--- config.mk ---
export PLATFORM = sky130hd
export DESIGN_NAME = gru_seq_ctrl_flat
export DESIGN_NICKNAME = d
export VERILOG_FILES = /design/src/rtl/gru_pkg.sv /design/src/rtl/gru_seq_ctrl_if.sv /design/src/rtl/gru_cfg_regfile.sv /design/src/rtl/gru_seq_ctrl.sv /design/src/flat_wrapper.sv
export SDC_FILE = /design/constraint.sdc
export NUM_CORES = 1
export LEC_CHECK = 0
export BUFFER_PORTS_ARGS = -buffer_cell sky130_fd_sc_hd__buf_2
export CAP_MARGIN = 5
export CORE_MARGIN = 2
export CORE_UTILIZATION = 55
export CTS_CLUSTER_SIZE = 25
export DETAILED_ROUTE_END_ITERATION = 8
export PLACE_DENSITY = 0.86
export SYNTH_ARGS = -nofsm -noshare
export SYNTH_HDL_FRONTEND = slang
export SYNTH_SLANG_ARGS = --single-unit
--- constraint.sdc ---
create_clock -name clk -period 7.2 [get_ports clk]
set_clock_uncertainty 0.15 [all_clocks]
set_input_delay 0.72 -clock clk [delete_from_list [all_inputs] [get_ports clk]]
set_output_delay 0.72 -clock clk [all_outputs]
set_load 0.02 [all_outputs]
--- src/rtl/gru_pkg.sv ---
// Shared constants for the GRU/LSTM cell sequencer: data format, config map, FSM states.
// Latency: n/a (declarations only).
// Backpressure: n/a.
package gru_pkg;

  // Q4.12 datapath
  localparam int DATA_WIDTH  = 16;
  localparam int FRACT_WIDTH = 12;

  // Number of weight/bias words presented to the cell
  localparam int NUM_WTS = 9;

  // Config address map
  localparam logic [3:0] ADDR_WZ     = 4'd0;
  localparam logic [3:0] ADDR_WR     = 4'd1;
  localparam logic [3:0] ADDR_WH     = 4'd2;
  localparam logic [3:0] ADDR_UZ     = 4'd3;
  localparam logic [3:0] ADDR_UR     = 4'd4;
  localparam logic [3:0] ADDR_UH     = 4'd5;
  localparam logic [3:0] ADDR_BZ     = 4'd6;
  localparam logic [3:0] ADDR_BR     = 4'd7;
  localparam logic [3:0] ADDR_BH     = 4'd8;
  localparam logic [3:0] ADDR_HINIT  = 4'd9;
  localparam logic [3:0] ADDR_SEQLEN = 4'd10;

  // Sequencer FSM encoding
  typedef logic [2:0] state_t;
  localparam state_t ST_IDLE   = 3'd0;
  localparam state_t ST_WAIT_X = 3'd1;
  localparam state_t ST_SETTLE = 3'd2;
  localparam state_t ST_EMIT   = 3'd3;
  localparam state_t ST_DONE   = 3'd4;

endpackage

--- src/rtl/gru_seq_ctrl_if.sv ---
// Bundle of config, X stream, Y stream and cell-facing signals of the sequencer.
// Latency: n/a (wires only).
// Backpressure: x_valid/x_ready and y_valid/y_ready handshakes carried here.
// slave  = sequencer side, master = environment side (config host, streams, cell).
interface gru_seq_ctrl_if #(
  parameter int DATA_WIDTH = 16
);
  // config port
  logic                    cfg_we;
  logic [3:0]              cfg_addr;
  logic [DATA_WIDTH-1:0]   cfg_wdata;
  // control
  logic                    start;
  logic                    busy;
  logic                    done;
  // X stream
  logic                    x_valid;
  logic                    x_ready;
  logic [DATA_WIDTH-1:0]   x_data;
  // Y stream
  logic                    y_valid;
  logic                    y_ready;
  logic [DATA_WIDTH-1:0]   y_data;
  logic                    y_last;
  // combinational cell
  logic [DATA_WIDTH-1:0]   cell_x;
  logic [DATA_WIDTH-1:0]   cell_h_in;
  logic [9*DATA_WIDTH-1:0] cell_wts;
  logic [DATA_WIDTH-1:0]   cell_h_out;

  modport slave (
    input  cfg_we, cfg_addr, cfg_wdata, start, x_valid, x_data, y_ready, cell_h_out,
    output busy, done, x_ready, y_valid, y_data, y_last, cell_x, cell_h_in, cell_wts
  );

  modport master (
    output cfg_we, cfg_addr, cfg_wdata, start, x_valid, x_data, y_ready, cell_h_out,
    input  busy, done, x_ready, y_valid, y_data, y_last, cell_x, cell_h_in, cell_wts
  );
endinterface

--- src/rtl/gru_cfg_regfile.sv ---
// Weight/bias and seq_len registers for the sequencer; h_init writes are forwarded as a load strobe.
// Latency: a write is visible on cell_wts/seq_len the cycle after the accepting edge.
// Backpressure: none; writes are dropped while busy or to reserved addresses.
// Ports: clk/rst_n, busy (write gate), cfg_we/cfg_addr/cfg_wdata in;
//        cell_wts (Wz in LSBs), seq_len, hinit_vld/hinit_dat out.
module gru_cfg_regfile #(
  parameter int DATA_WIDTH = 16,
  parameter int SEQ_W      = 8
) (
  input  logic                                   clk,
  input  logic                                   rst_n,
  input  logic                                   busy,
  input  logic                                   cfg_we,
  input  logic [3:0]                             cfg_addr,
  input  logic [DATA_WIDTH-1:0]                  cfg_wdata,
  output logic [gru_pkg::NUM_WTS*DATA_WIDTH-1:0] cell_wts,
  output logic [SEQ_W-1:0]                       seq_len,
  output logic                                   hinit_vld,
  output logic [DATA_WIDTH-1:0]                  hinit_dat
);
  import gru_pkg::*;

  logic [DATA_WIDTH-1:0] wts_q [NUM_WTS];
  logic [DATA_WIDTH-1:0] wts_d [NUM_WTS];
  logic [SEQ_W-1:0]      seq_len_q;
  logic [SEQ_W-1:0]      seq_len_d;
  logic                  wr_en;

  assign wr_en = cfg_we & ~busy;

  always_comb begin
    wts_d     = wts_q;
    seq_len_d = seq_len_q;
    if (wr_en) begin
      if (cfg_addr <= ADDR_BH) begin
        wts_d[cfg_addr] = cfg_wdata;
      end else if (cfg_addr == ADDR_SEQLEN) begin
        seq_len_d = cfg_wdata[SEQ_W-1:0];
      end
    end
  end

  always_ff @(posedge clk or negedge rst_n) begin
    if (!rst_n) begin
      for (int i = 0; i < NUM_WTS; i++) begin
        wts_q[i] <= '0;
      end
      seq_len_q <= '0;
    end else begin
      wts_q     <= wts_d;
      seq_len_q <= seq_len_d;
    end
  end

  always_comb begin
    cell_wts = '0;
    for (int i = 0; i < NUM_WTS; i++) begin
      cell_wts[i*DATA_WIDTH +: DATA_WIDTH] = wts_q[i];
    end
  end

  assign seq_len = seq_len_q;

  // h_state lives in the sequencer; it is loaded directly from this strobe.
  assign hinit_vld = wr_en && (cfg_addr == ADDR_HINIT);
  assign hinit_dat = cfg_wdata;

endmodule

--- src/rtl/gru_seq_ctrl.sv ---
// Steps a combinational GRU/LSTM cell over an X stream, feeding h_out back as h_in each step.
// Latency: X accepted in cycle c -> y_valid in cycle c+CELL_LAT+1; one step per CELL_LAT+2 cycles.
// Backpressure: y_ready low holds the result and all state; x_ready is high only while waiting for X.
// Ports: clk, rst_n; bus (slave) carries config, start/busy/done, X and Y streams, cell interface.
module gru_seq_ctrl #(
  parameter int DATA_WIDTH  = gru_pkg::DATA_WIDTH,
  parameter int FRACT_WIDTH = gru_pkg::FRACT_WIDTH,
  parameter int CELL_LAT    = 2,
  parameter int SEQ_W       = 8
) (
  input  logic           clk,
  input  logic           rst_n,
  gru_seq_ctrl_if.slave  bus
);
  import gru_pkg::*;

  // The sequencer only moves words around, but a format with no integer bits
  // or a zero settle time would not describe a usable cell.
  if (CELL_LAT < 1 || FRACT_WIDTH >= DATA_WIDTH) begin : g_bad_param
    $error("gru_seq_ctrl: illegal CELL_LAT/FRACT_WIDTH");
  end

  localparam int CNT_W = (CELL_LAT > 1) ? $clog2(CELL_LAT) : 1;

  state_t                state_q, state_d;
  logic [SEQ_W-1:0]      step_q, step_d;
  logic [CNT_W-1:0]      cnt_q, cnt_d;
  logic [DATA_WIDTH-1:0] cell_x_q, cell_x_d;
  logic [DATA_WIDTH-1:0] y_data_q, y_data_d;
  logic [DATA_WIDTH-1:0] h_state_q, h_state_d;

  logic                  busy;
  logic [SEQ_W-1:0]      seq_len;
  logic                  hinit_vld;
  logic [DATA_WIDTH-1:0] hinit_dat;
  logic                  last_step;
  logic                  settle_end;

  gru_cfg_regfile #(
    .DATA_WIDTH (DATA_WIDTH),
    .SEQ_W      (SEQ_W)
  ) u_cfg (
    .clk       (clk),
    .rst_n     (rst_n),
    .busy      (busy),
    .cfg_we    (bus.cfg_we),
    .cfg_addr  (bus.cfg_addr),
    .cfg_wdata (bus.cfg_wdata),
    .cell_wts  (bus.cell_wts),
    .seq_len   (seq_len),
    .hinit_vld (hinit_vld),
    .hinit_dat (hinit_dat)
  );

  assign busy       = (state_q != ST_IDLE);
  // seq_len is nonzero whenever EMIT is reached, so the subtraction cannot underflow there.
  assign last_step  = (step_q == (seq_len - SEQ_W'(1)));
  assign settle_end = (cnt_q == CNT_W'(CELL_LAT - 1));

  always_comb begin
    state_d   = state_q;
    step_d    = step_q;
    cnt_d     = cnt_q;
    cell_x_d  = cell_x_q;
    y_data_d  = y_data_q;
    h_state_d = h_state_q;
    case (state_q)
      ST_IDLE: begin
        if (hinit_vld) begin
          h_state_d = hinit_dat;
        end
        if (bus.start) begin
          step_d  = '0;
          state_d = (seq_len != '0) ? ST_WAIT_X : ST_DONE;
        end
      end
      ST_WAIT_X: begin
        if (bus.x_valid) begin
          cell_x_d = bus.x_data;
          cnt_d    = '0;
          state_d  = ST_SETTLE;
        end
      end
      ST_SETTLE: begin
        if (settle_end) begin
          // h_out still reflects the old h_state here; both copies update together.
          y_data_d  = bus.cell_h_out;
          h_state_d = bus.cell_h_out;
          state_d   = ST_EMIT;
        end else begin
          cnt_d = cnt_q + CNT_W'(1);
        end
      end
      ST_EMIT: begin
        if (bus.y_ready) begin
          if (last_step) begin
            state_d = ST_DONE;
          end else begin
            step_d  = step_q + SEQ_W'(1);
            state_d = ST_WAIT_X;
          end
        end
      end
      ST_DONE: begin
        state_d = ST_IDLE;
      end
      default: begin
        state_d = ST_IDLE;
      end
    endcase
  end

  always_ff @(posedge clk or negedge rst_n) begin
    if (!rst_n) begin
      state_q   <= ST_IDLE;
      step_q    <= '0;
      cnt_q     <= '0;
      cell_x_q  <= '0;
      y_data_q  <= '0;
      h_state_q <= '0;
    end else begin
      state_q   <= state_d;
      step_q    <= step_d;
      cnt_q     <= cnt_d;
      cell_x_q  <= cell_x_d;
      y_data_q  <= y_data_d;
      h_state_q <= h_state_d;
    end
  end

  assign bus.busy      = busy;
  assign bus.x_ready   = (state_q == ST_WAIT_X);
  assign bus.y_valid   = (state_q == ST_EMIT);
  assign bus.y_last    = (state_q == ST_EMIT) && last_step;
  assign bus.y_data    = y_data_q;
  assign bus.done      = (state_q == ST_DONE);
  assign bus.cell_x    = cell_x_q;
  assign bus.cell_h_in = h_state_q;

endmodule

--- src/flat_wrapper.sv ---
// flat-port wrapper written by rule: the top's interface ports become plain ports
module gru_seq_ctrl_flat import gru_pkg::*;
#(
  parameter int DATA_WIDTH  = gru_pkg::DATA_WIDTH,
  parameter int FRACT_WIDTH = gru_pkg::FRACT_WIDTH,
  parameter int CELL_LAT    = 2,
  parameter int SEQ_W       = 8
)
  (clk, rst_n, bus_cfg_we, bus_cfg_addr, bus_cfg_wdata, bus_start, bus_x_valid, bus_x_data, bus_y_ready, bus_cell_h_out, bus_busy, bus_done, bus_x_ready, bus_y_valid, bus_y_data, bus_y_last, bus_cell_x, bus_cell_h_in, bus_cell_wts);
  gru_seq_ctrl_if #(.DATA_WIDTH(DATA_WIDTH)) bus_i ();
  input  logic clk;
  input  logic rst_n;
  input wire logic [$bits(bus_i.cfg_we)-1:0] bus_cfg_we;
  input wire logic [$bits(bus_i.cfg_addr)-1:0] bus_cfg_addr;
  input wire logic [$bits(bus_i.cfg_wdata)-1:0] bus_cfg_wdata;
  input wire logic [$bits(bus_i.start)-1:0] bus_start;
  input wire logic [$bits(bus_i.x_valid)-1:0] bus_x_valid;
  input wire logic [$bits(bus_i.x_data)-1:0] bus_x_data;
  input wire logic [$bits(bus_i.y_ready)-1:0] bus_y_ready;
  input wire logic [$bits(bus_i.cell_h_out)-1:0] bus_cell_h_out;
  output wire logic [$bits(bus_i.busy)-1:0] bus_busy;
  output wire logic [$bits(bus_i.done)-1:0] bus_done;
  output wire logic [$bits(bus_i.x_ready)-1:0] bus_x_ready;
  output wire logic [$bits(bus_i.y_valid)-1:0] bus_y_valid;
  output wire logic [$bits(bus_i.y_data)-1:0] bus_y_data;
  output wire logic [$bits(bus_i.y_last)-1:0] bus_y_last;
  output wire logic [$bits(bus_i.cell_x)-1:0] bus_cell_x;
  output wire logic [$bits(bus_i.cell_h_in)-1:0] bus_cell_h_in;
  output wire logic [$bits(bus_i.cell_wts)-1:0] bus_cell_wts;
  assign bus_i.cfg_we = bus_cfg_we;
  assign bus_i.cfg_addr = bus_cfg_addr;
  assign bus_i.cfg_wdata = bus_cfg_wdata;
  assign bus_i.start = bus_start;
  assign bus_i.x_valid = bus_x_valid;
  assign bus_i.x_data = bus_x_data;
  assign bus_i.y_ready = bus_y_ready;
  assign bus_i.cell_h_out = bus_cell_h_out;
  assign bus_busy = bus_i.busy;
  assign bus_done = bus_i.done;
  assign bus_x_ready = bus_i.x_ready;
  assign bus_y_valid = bus_i.y_valid;
  assign bus_y_data = bus_i.y_data;
  assign bus_y_last = bus_i.y_last;
  assign bus_cell_x = bus_i.cell_x;
  assign bus_cell_h_in = bus_i.cell_h_in;
  assign bus_cell_wts = bus_i.cell_wts;
  gru_seq_ctrl #(.DATA_WIDTH(DATA_WIDTH), .FRACT_WIDTH(FRACT_WIDTH), .CELL_LAT(CELL_LAT), .SEQ_W(SEQ_W)) u_core (.clk(clk), .rst_n(rst_n), .bus(bus_i));
endmodule
==> run metrics, run 1 <==
initial antenna violation count 1; CTS resizes 0; # Post-CTS Setup Buffers 0; die area 0.0170 sq mm; most frequent cells in the layout buf_2, dfrtp_1, mux2_2; HPWL Detailed 15300 microns; first-pass GRT wire length 33500 microns; final setup violation count 0; Final Net Count 945; CP Capture Type output port; die width 130 microns; Hold Vio Cnt, Final 0; Async SR Flop Fraction 100%; antenna viol nets, final 0; Worst Setup Start Kind flip-flop; clock period minus worst slack 3370 ps; Util after Layout 69.2%; I/O Pins 255; Synth Warn # 0; Max VDD drop 0.290 mV; grt ovf 0; Routed WL 22200 microns; area grow syn2layout 24.2%; Initial Util 55.7%; Clock Path Buffers 3; RePlAce Congestion 0.858; CTS sink count 212; total power 5.06 mW; R2R cell count 5; commonest non-fill, non-tap cell in the layout buf_2; Slew Limit Fails 0; row count 46; RSZ-0062 raised after global routing false; Pwr per Cell Area 464 mW/mm^2; FF-to-FF End u_core.u_cfg.cell_wts[36]; vias per cell 5.35; Num CTS Buffers 22; DRC 0; CP max stage delay 440 ps; total global-route track usage 25.7%; Most common cell on crit path inv_1; post-synth cell types 52; WS Path Type reg2out; Final TNS setup 0 ps; Worst-Skew Late Latency 500 ps; layout cells sized above 1 53.1%; synthesized area per cell 13.7 sq um; Setup WS post-layout 3830 ps; Root Driver clkbuf_16; static leakage 5.65 nW; flops & latches, synth 212; Initial DRT Pass Iterations 6; Critical Path RT 6330 ps; number of global-route vias before repair 6230; pin count of the biggest net entering global routing 132; worst endpoint data arrival time 2500 ps; diodes inserted 0; core area 0.0158 sq mm; synthesized instance count 643; Slew HR 28.9%; die height 130 microns; Tightest Pin Transition 1070 ps; Tcrit/Tclk final 46.8%; ys flop type dfrtp_1; class of the worst hold path in2async; dpl ws 4280 ps; WL/cell 19.9 microns; via count 5966; register area share after synthesis 60.4%; 1st-iter DRT viols 267; Worst R2R Setup Slack 4290 ps; Port Buf Inserts 254; CTS tree done; max_cap viols 0; Post-synth EDFFs 0; Clock Pin Slew Worst Setup and Hold Paths 60 ps; hold buffer count at cts 0; status finished clean; critical path peak fanout 6; slowest stage cell on the critical path dfrtp_1; Cell Chain, Critical Path inv_1 -> ha_1 -> nor2b_1 -> or3_1 -> a31oi_1 -> o211ai_1 -> inv_1 -> buf_2; post-synth net total 704; Fmax 0.297 GHz; r2r startpoint u_core.state_q[1]; Post-Synthesis Cell Area 0.00878 sq mm; CTS H-tree depth 1
-- state kept, by name (all words and copies together) (netlist names) --
register	cells
u_core.u_cfg.cell_wts	144
u_core.bus.cell_h_in	16
u_core.bus.cell_x	16
u_core.bus.y_data	16
u_core.step_q	8
u_core.u_cfg.seq_len	8
u_core.state_q	3
u_core.cnt_q	1
-- per-stage QoR --
stage | hold WS [ps] | cells | instance area [sq um]
2_1_floorplan | 274 | 643 | 8780
3_3_place_gp | 301 | 1076 | 10200
3_5_place_dp | 310 | 1076 | 10200
4_1_cts | 248 | 1116 | 10900
5_1_grt | 260 | 1116 | 10900
6_report | 170 | 1116 | 10900
-- worst max path at each step --
stage                            start                         to  slack (ps)
2_1_floorplan  u_core.u_cfg.seq_len[0]                 bus_y_last        4600
3_3_place_gp           bus_cfg_addr[3]  u_core.u_cfg.cell_wts[47]        4310
3_5_place_dp           bus_cfg_addr[3]  u_core.u_cfg.cell_wts[47]        4280
4_1_cts        u_core.u_cfg.seq_len[0]                 bus_y_last        3810
5_1_grt        u_core.u_cfg.seq_len[0]                 bus_y_last        3600
6_report       u_core.u_cfg.seq_len[0]                 bus_y_last        3830
-- per-layer routing --
metal  routed length [microns]  vias to the layer above  part of all wire, %  GRT usage, %
met1                      9020                     2992                   41          32.8
met5                        13                        -                0.059             0
met4                       583                        2                  2.6          8.32
met2                     10700                      222                   48          43.1
li1                          -                     2706                    -             -
met3                      1890                       44                  8.5          7.09
-- worst max-delay path: cells and delay by family, from the launching register on --
family                     cells  cell delay, ps
AOI/OAI and AO/OA              2             460
DFF                            1             440
and+or+nand+nor                2             480
adders and majority gates      1             260
buffers and inverters          3             360
-- cells by family after synthesis --
group                      share of synthesized area (%)
adders and majority gates                          0.428
DFF                                                 60.4
muxes                                               24.6
and+or+nand+nor                                     8.36
buffers and inverters                               2.41
xor gates and xnor gates                           0.698
AOI/OAI and AO/OA                                   3.08
-- area by class of cell --
cell class,count,area [sq um]
clock buffer,29,648
clock inverter,11,80.1
fill,1147,4860
inverter,7,26.3
multi-input combinational,384,3270
sequential,212,5310
tap,216,270
timing repair buffer,257,1300
-- synth_stat cells (4+ instances only) --
cell type  count  area (sq um)
dfrtp_1      212          5310
mux2_2       159          1790
nand2_1       67           251
nor2_1        25          93.8
mux2i_1       22           220
clkbuf_1      21          78.8
a21oi_1       19          95.1
buf_1         10          37.5
mux2_4        10           150
nand2b_1       9          56.3
inv_1          7          26.3
xnor2_1        5          43.8
and2_1         4          25.0
buf_2          4          20.0
nor2b_1        4          25.0
nor3_1         4          20.0
or3_1          4          25.0
-- power by group --
part           switching (mW)  internal [mW]  total [mW]
Sequential              0.273           1.66        1.94
Clock                   0.461          0.668        1.13
Combinational            1.21          0.786        1.99
No activity file was read; power rests on OpenSTA's default activity.
==> run 2: changes to the inputs <==
CORE_UTILIZATION = 52   (was 55)
PLACE_DENSITY = 0.82   (was 0.86)
clock period = 3.5 ns   (was 7.2 ns; I/O delays follow)
==> run 2 against run 1 <==
  * Hold slack lost 53 ps
  * Register-to-register slack got worse by 3300 ps
  * Combinational power is 110% higher
  * First-iteration DRC count rose by 37%
  * Flip-flop and latch count stayed put
  * Cell count grew 3.7%
  * Via count up 1.6%
  * Sequential power increased by 100%
  * Worst setup slack got worse by 3300 ps
  * Utilization is 0.86 points lower
  * Largest cell class unchanged
==> run metrics, run 2 (same netlist as run 1, synthesis figures left out) <==
initial antenna violation count 0 (-1); DRC 0 (unchanged); CTS sink count 212 (unchanged); hold_ws 116 ps (-53.4 ps); Initial DRT Pass Iterations 4 (-2); Slew HR 42.0% (+13 points); Critical Path RT 3000 ps (-3330 ps); FF-to-FF End u_core.u_cfg.cell_wts[21]; layout cells sized above 1 51.1% (-2.0 points); via count 6064 (+1.6%); R2R cell count 6 (+1); static leakage 5.80 nW (+2.6%); die area 0.0179 sq mm (+5.6%); grt ovf 0 (unchanged); Clock Path Buffers 3 (unchanged); pin count of the biggest net entering global routing 92 (-30%); slowest stage cell on the critical path dfrtp_1; RSZ-0062 raised after global routing false; HPWL Detailed 15200 microns (-0.52%); 1st-iter DRT viols 366 (+37%); area grow syn2layout 28.5%; Most common cell on crit path inv_1; Worst-Skew Late Latency 490 ps (about the same); Root Driver clkbuf_16; Slew Limit Fails 0 (unchanged); Clock Pin Slew Worst Setup and Hold Paths 60 ps (about the same); placed insts 1088 (+1.1%); most frequent cells in the layout buf_2, dfrtp_1, mux2_2; final std cells w/o fill 1157 (+3.7%); worst endpoint data arrival time 2440 ps (-60 ps); I/O Pins 255 (unchanged); commonest non-fill, non-tap cell in the layout buf_2; first-pass GRT wire length 35000 microns (+4.3%); Worst Setup Start Kind flip-flop; CTS tree done; CTS H-tree depth 1 (unchanged); max_cap viols 0 (unchanged); Tightest Pin Transition 867 ps (-199 ps); Fmax 0.340 GHz; dpl cell area 0.0103 sq mm (+0.76%); flip-flop count of the largest register after layout 144 (unchanged); Final Net Count 986 (+4.3%); critical path peak fanout 6 (unchanged); Tcrit/Tclk final 84.1%; Port Buf Inserts 254 (unchanged); Worst R2R Setup Slack 950 ps (-3340 ps); worst setup path endpoint bus_y_last; class of the worst hold path in2reg; Max VDD drop 0.566 mV (+96%); CP Capture Type output port; Final TNS setup 0 ps (unchanged); Pwr per Cell Area 918 mW/mm^2 (+98%); r2r startpoint u_core.state_q[1]; WS Path Type reg2out; Routed WL 22300 microns (+0.73%); final setup violation count 0 (unchanged); total power 10.4 mW (+100%); CP max stage delay 430 ps (about the same); core area 0.0165 sq mm (+4.8%); WL/cell 19.3 microns (-2.8%); Setup crit start u_core.u_cfg.seq_len[0]; # Post-CTS Setup Buffers 0 (unchanged); vias per cell 5.24 (-2.0%); RePlAce Congestion 0.857 (-0.12%); total global-route track usage 24.8% (-0.90 points); Hold Vio Cnt, Final 0 (unchanged); Initial Util 53.1% (-2.5 points); status finished clean; Num CTS Buffers 22 (unchanged); Cell Chain, Critical Path inv_1 -> ha_1 -> nor2b_1 -> or3_1 -> a31oi_1 -> o211ai_1 -> inv_1 -> buf_2; diodes inserted 0 (unchanged); row count 47 (+2.2%); Design Area, Final 0.0113 sq mm (+3.5%); antenna viol nets, final 0 (unchanged); die height 134 microns (+2.8%); clock period minus worst slack 2940 ps; die width 134 microns (+2.8%); number of global-route vias before repair 6315 (+1.4%)
run 2: metrics by stage:
| step | setup slack, ps | utilization (%) |
|---|---|---|
| after floorplan | 1170 | - |
| after global placement | 1020 | 62.1 |
| after detailed placement | 949 | 62.1 |
| after CTS | 539 | 68.3 |
| after global routing | 344 | 68.3 |
| final | 557 | 68.3 |
run 2: worst min-delay path by stage:
stage | depth (start not counted) | endpoint | slack (ps) | from
2_1_floorplan | 0 | u_core.bus.cell_h_in[0] | -100 | rst_n
4_1_cts | 2 | u_core.u_cfg.cell_wts[44] | 100 | bus_cfg_wdata[12]
3_5_place_dp | 1 | u_core.bus.cell_x[0] | 310 | rst_n
6_report | 2 | u_core.u_cfg.cell_wts[44] | 120 | bus_cfg_wdata[12]
3_3_place_gp | 1 | u_core.bus.cell_x[15] | 300 | rst_n
5_1_grt | 2 | u_core.u_cfg.cell_wts[108] | 110 | bus_cfg_wdata[12]
run 2: area by class of cell:
| class | count | area [sq um] |
|---|---|---|
| flip-flops and latches | 212 | 5310 |
| fillers | 1169 | 5240 |
| multi-input cells | 384 | 3270 |
| repair buffers | 298 | 1710 |
| clock buffers | 28 | 593 |
| well taps | 220 | 275 |
| clock inverters | 8 | 106 |
| inverters | 7 | 26.3 |
run 2: critical path, delay by kind of cell, from the launching register on:
family | cells | cell delay (ps)
flip-flops | 1 | 430
buffers and inverters | 3 | 360
AO/OA/AOI/OAI | 2 | 440
adder cells (fa/ha/maj) | 1 | 250
AND/OR/NAND/NOR | 2 | 480
run 2: power breakdown:
group          internal (mW)  switching (mW)
Sequential              3.42           0.547
Clock                   1.34           0.930
Combinational           1.64            2.47
run 2: timing repair:
action                    CTS  global route
hold endpoints to repair  120             0
hold buffers               33             0
resized for setup           0             0
run 2: routing by layer:
layer,wire length (microns),up-vias,global-route usage (%),share of wire (%)
met4,518,0,7.21,2.3
met1,9180,3000,32.3,41
met3,1970,38,7.14,8.8
met2,10700,229,40.9,48
met5,0,-,0,0
li1,-,2797,-,-
==> run 3: changes to the inputs <==
clock period = 2.89 ns   (was 3.5 ns; I/O delays follow)
==> run 3 against run 2 <==
  * Worst setup slack worse by 450 ps
  * Flip-flop and latch count stayed put
  * Total power is 23% higher
  * Sequential power increased by 21%
  * Sequential share of layout area shrank 0.59 points
  * Die area stayed put
  * Via count grew 1.4%
  * Register-to-register slack lost 570 ps
  * Critical path depth stayed put
  * Final area grew 1.3%
  * Count of clock-buffer cells in the layout increased by 4
  * Clock power rose by 26%
==> run metrics, run 3 (same netlist as run 1, synthesis figures left out) <==
number of global-route vias before repair 6429 (+1.8%); grt ovf 0 (unchanged); Routed WL 22700 microns (+1.5%); antenna viol nets, final 0 (unchanged); total power 12.8 mW (+23%); max_cap viols 0 (unchanged); Tightest Pin Transition 778 ps (-89.0 ps); dpl ws 383 ps (-566 ps); area occupied by multi-input gates 0.00328 sq mm (+0.19%); Cell Chain, Critical Path inv_1 -> ha_1 -> nor2b_1 -> or3_1 -> a31oi_2 -> o211ai_1 -> inv_1 -> buf_2; static leakage 5.86 nW (+1.1%); GR Util met2 42.8% (+1.9 points); Worst-Skew Late Latency 500 ps (about the same); Worst Path Buf+Inv 3 (unchanged); worst endpoint data arrival time 2350 ps (-90 ps); r2r startpoint u_core.state_q[0]; CTS sink count 212 (unchanged); die width 134 microns (unchanged); most frequent cells in the layout buf_2, dfrtp_1, mux2_2; first-pass GRT wire length 35100 microns (+0.43%); Pwr per Cell Area 1120 mW/mm^2 (+22%); Tcrit/Tclk final 96.4%; Most common cell on crit path inv_1; I/O Pins 255 (unchanged); CTS H-tree depth 1 (unchanged); Critical Path RT 2450 ps (-550 ps); CTS tree done; WL/cell 19.4 microns (+0.74%); RePlAce Congestion 0.806 (-6.0%); Worst R2R Setup Slack 380 ps (-570 ps); Initial Util 53.1% (unchanged); Slew Limit Fails 0 (unchanged); class of the worst hold path in2reg; Max VDD drop 0.726 mV (+28%); status finished clean; Setup WS post-layout 103 ps (-453 ps); initial antenna violation count 0 (unchanged); pin count of the biggest net entering global routing 90 (-2.2%); flip-flop count of the largest register after layout 144 (unchanged); core area 0.0165 sq mm (unchanged); final setup violation count 0 (unchanged); Final Net Count 994 (+0.81%); vias per cell 5.27 (+0.62%); die height 134 microns (unchanged); Layout fillers 1169 (unchanged); Hold Crit Start bus_cfg_wdata[10]; Util after Layout 69.2% (+0.89 points); Initial DRT Pass Iterations 4 (unchanged); critical path peak fanout 6 (unchanged); met1 Use GR 31.5% (-0.77 points); Worst Setup Start Kind flip-flop; Fmax 0.359 GHz; CP Capture Type output port; final std cells w/o fill 1166 (+0.78%); layout cells sized above 1 51.7% (+0.57 points); met3 Usage GRT 7.37% (+0.23 points); CP max stage delay 420 ps (about the same); Port Buf Inserts 254 (unchanged); busiest layer in global routing met2; Slew HR 48.0% (+5.9 points); commonest non-fill, non-tap cell in the layout buf_2; Clock Pin Slew Worst Setup and Hold Paths 60 ps (about the same); Setup crit start u_core.u_cfg.seq_len[0]; FF+latch area 0.00531 sq mm (about the same); HPWL Detailed 15400 microns (+1.4%); Final TNS setup 0 ps (unchanged); crit-path leading delay family simple AND/OR/NAND/NOR gates; Root Driver clkbuf_16; area grow syn2layout 30.2%; Num CTS Buffers 23 (+4.5%); row count 47 (unchanged); placed insts 1091 (+0.28%); DRC 0 (unchanged); 1st-iter DRT viols 298 (-19%); total global-route track usage 24.9% (+0.11 points); slowest stage cell on the critical path dfrtp_2; diodes inserted 0 (unchanged); WS Path Type reg2out; Hold Vio Cnt, Final 0 (unchanged); clock period minus worst slack 2790 ps; Clock Path Buffers 3 (unchanged); die area 0.0179 sq mm (unchanged); via count 6149 (+1.4%)
-- run 3: timing repair --
action | in CTS | in global routing
gates resized for setup | 0 | 2
hold buffers | 33 | 0
endpoints found under the hold margin | 134 | 0
endpoints found under the setup margin | 1 | 1
buffers inserted | 1 | 3
pin swaps | 1 | 1
-- run 3: stage by stage --
stage,hold slack (ps),area [sq um]
6_report,71.2,11400
5_1_grt,67.3,11400
4_1_cts,51.9,11400
3_5_place_dp,256,10300
3_3_place_gp,255,10300
2_1_floorplan,-157,8780
-- run 3: path summary, 6_finish.rpt --
| path | to | cells after the start |
|---|---|---|
| max | bus_y_last | 8 |
| min | u_core.u_cfg.cell_wts[90] | 2 |
| max reg2reg | u_core.u_cfg.cell_wts[47] | 6 |
| min reg2reg | u_core.bus.cell_x[10] | 2 |
| max in group asynchronous | u_core.u_cfg.cell_wts[108] | 3 |
| min in group asynchronous | u_core.bus.cell_x[4] | 2 |
-- run 3: power by group --
group	internal (mW)	switching (mW)	leakage [nW]
logic	2.04	3.03	2.80
clock network	1.74	1.13	0.358
registers	4.15	0.674	2.70
-- run 3: cell type report --
class / instances / share of cell area, %
flip-flops and latches: 212 / 46.4
multi-input cells: 384 / 28.7
well taps: 220 / 2.41
inverters: 7 / 0.230
clock inverters: 6 / 0.755
repair buffers: 305 / 15.8
clock buffers: 32 / 5.68
-- run 3: per-layer routing --
| metal | routed length (microns) | up-vias |
|---|---|---|
| met4 | 352 | 0 |
| met5 | 0 | - |
| met1 | 9180 | 3079 |
| met2 | 11100 | 236 |
| li1 | - | 2803 |
| met3 | 2010 | 31 |
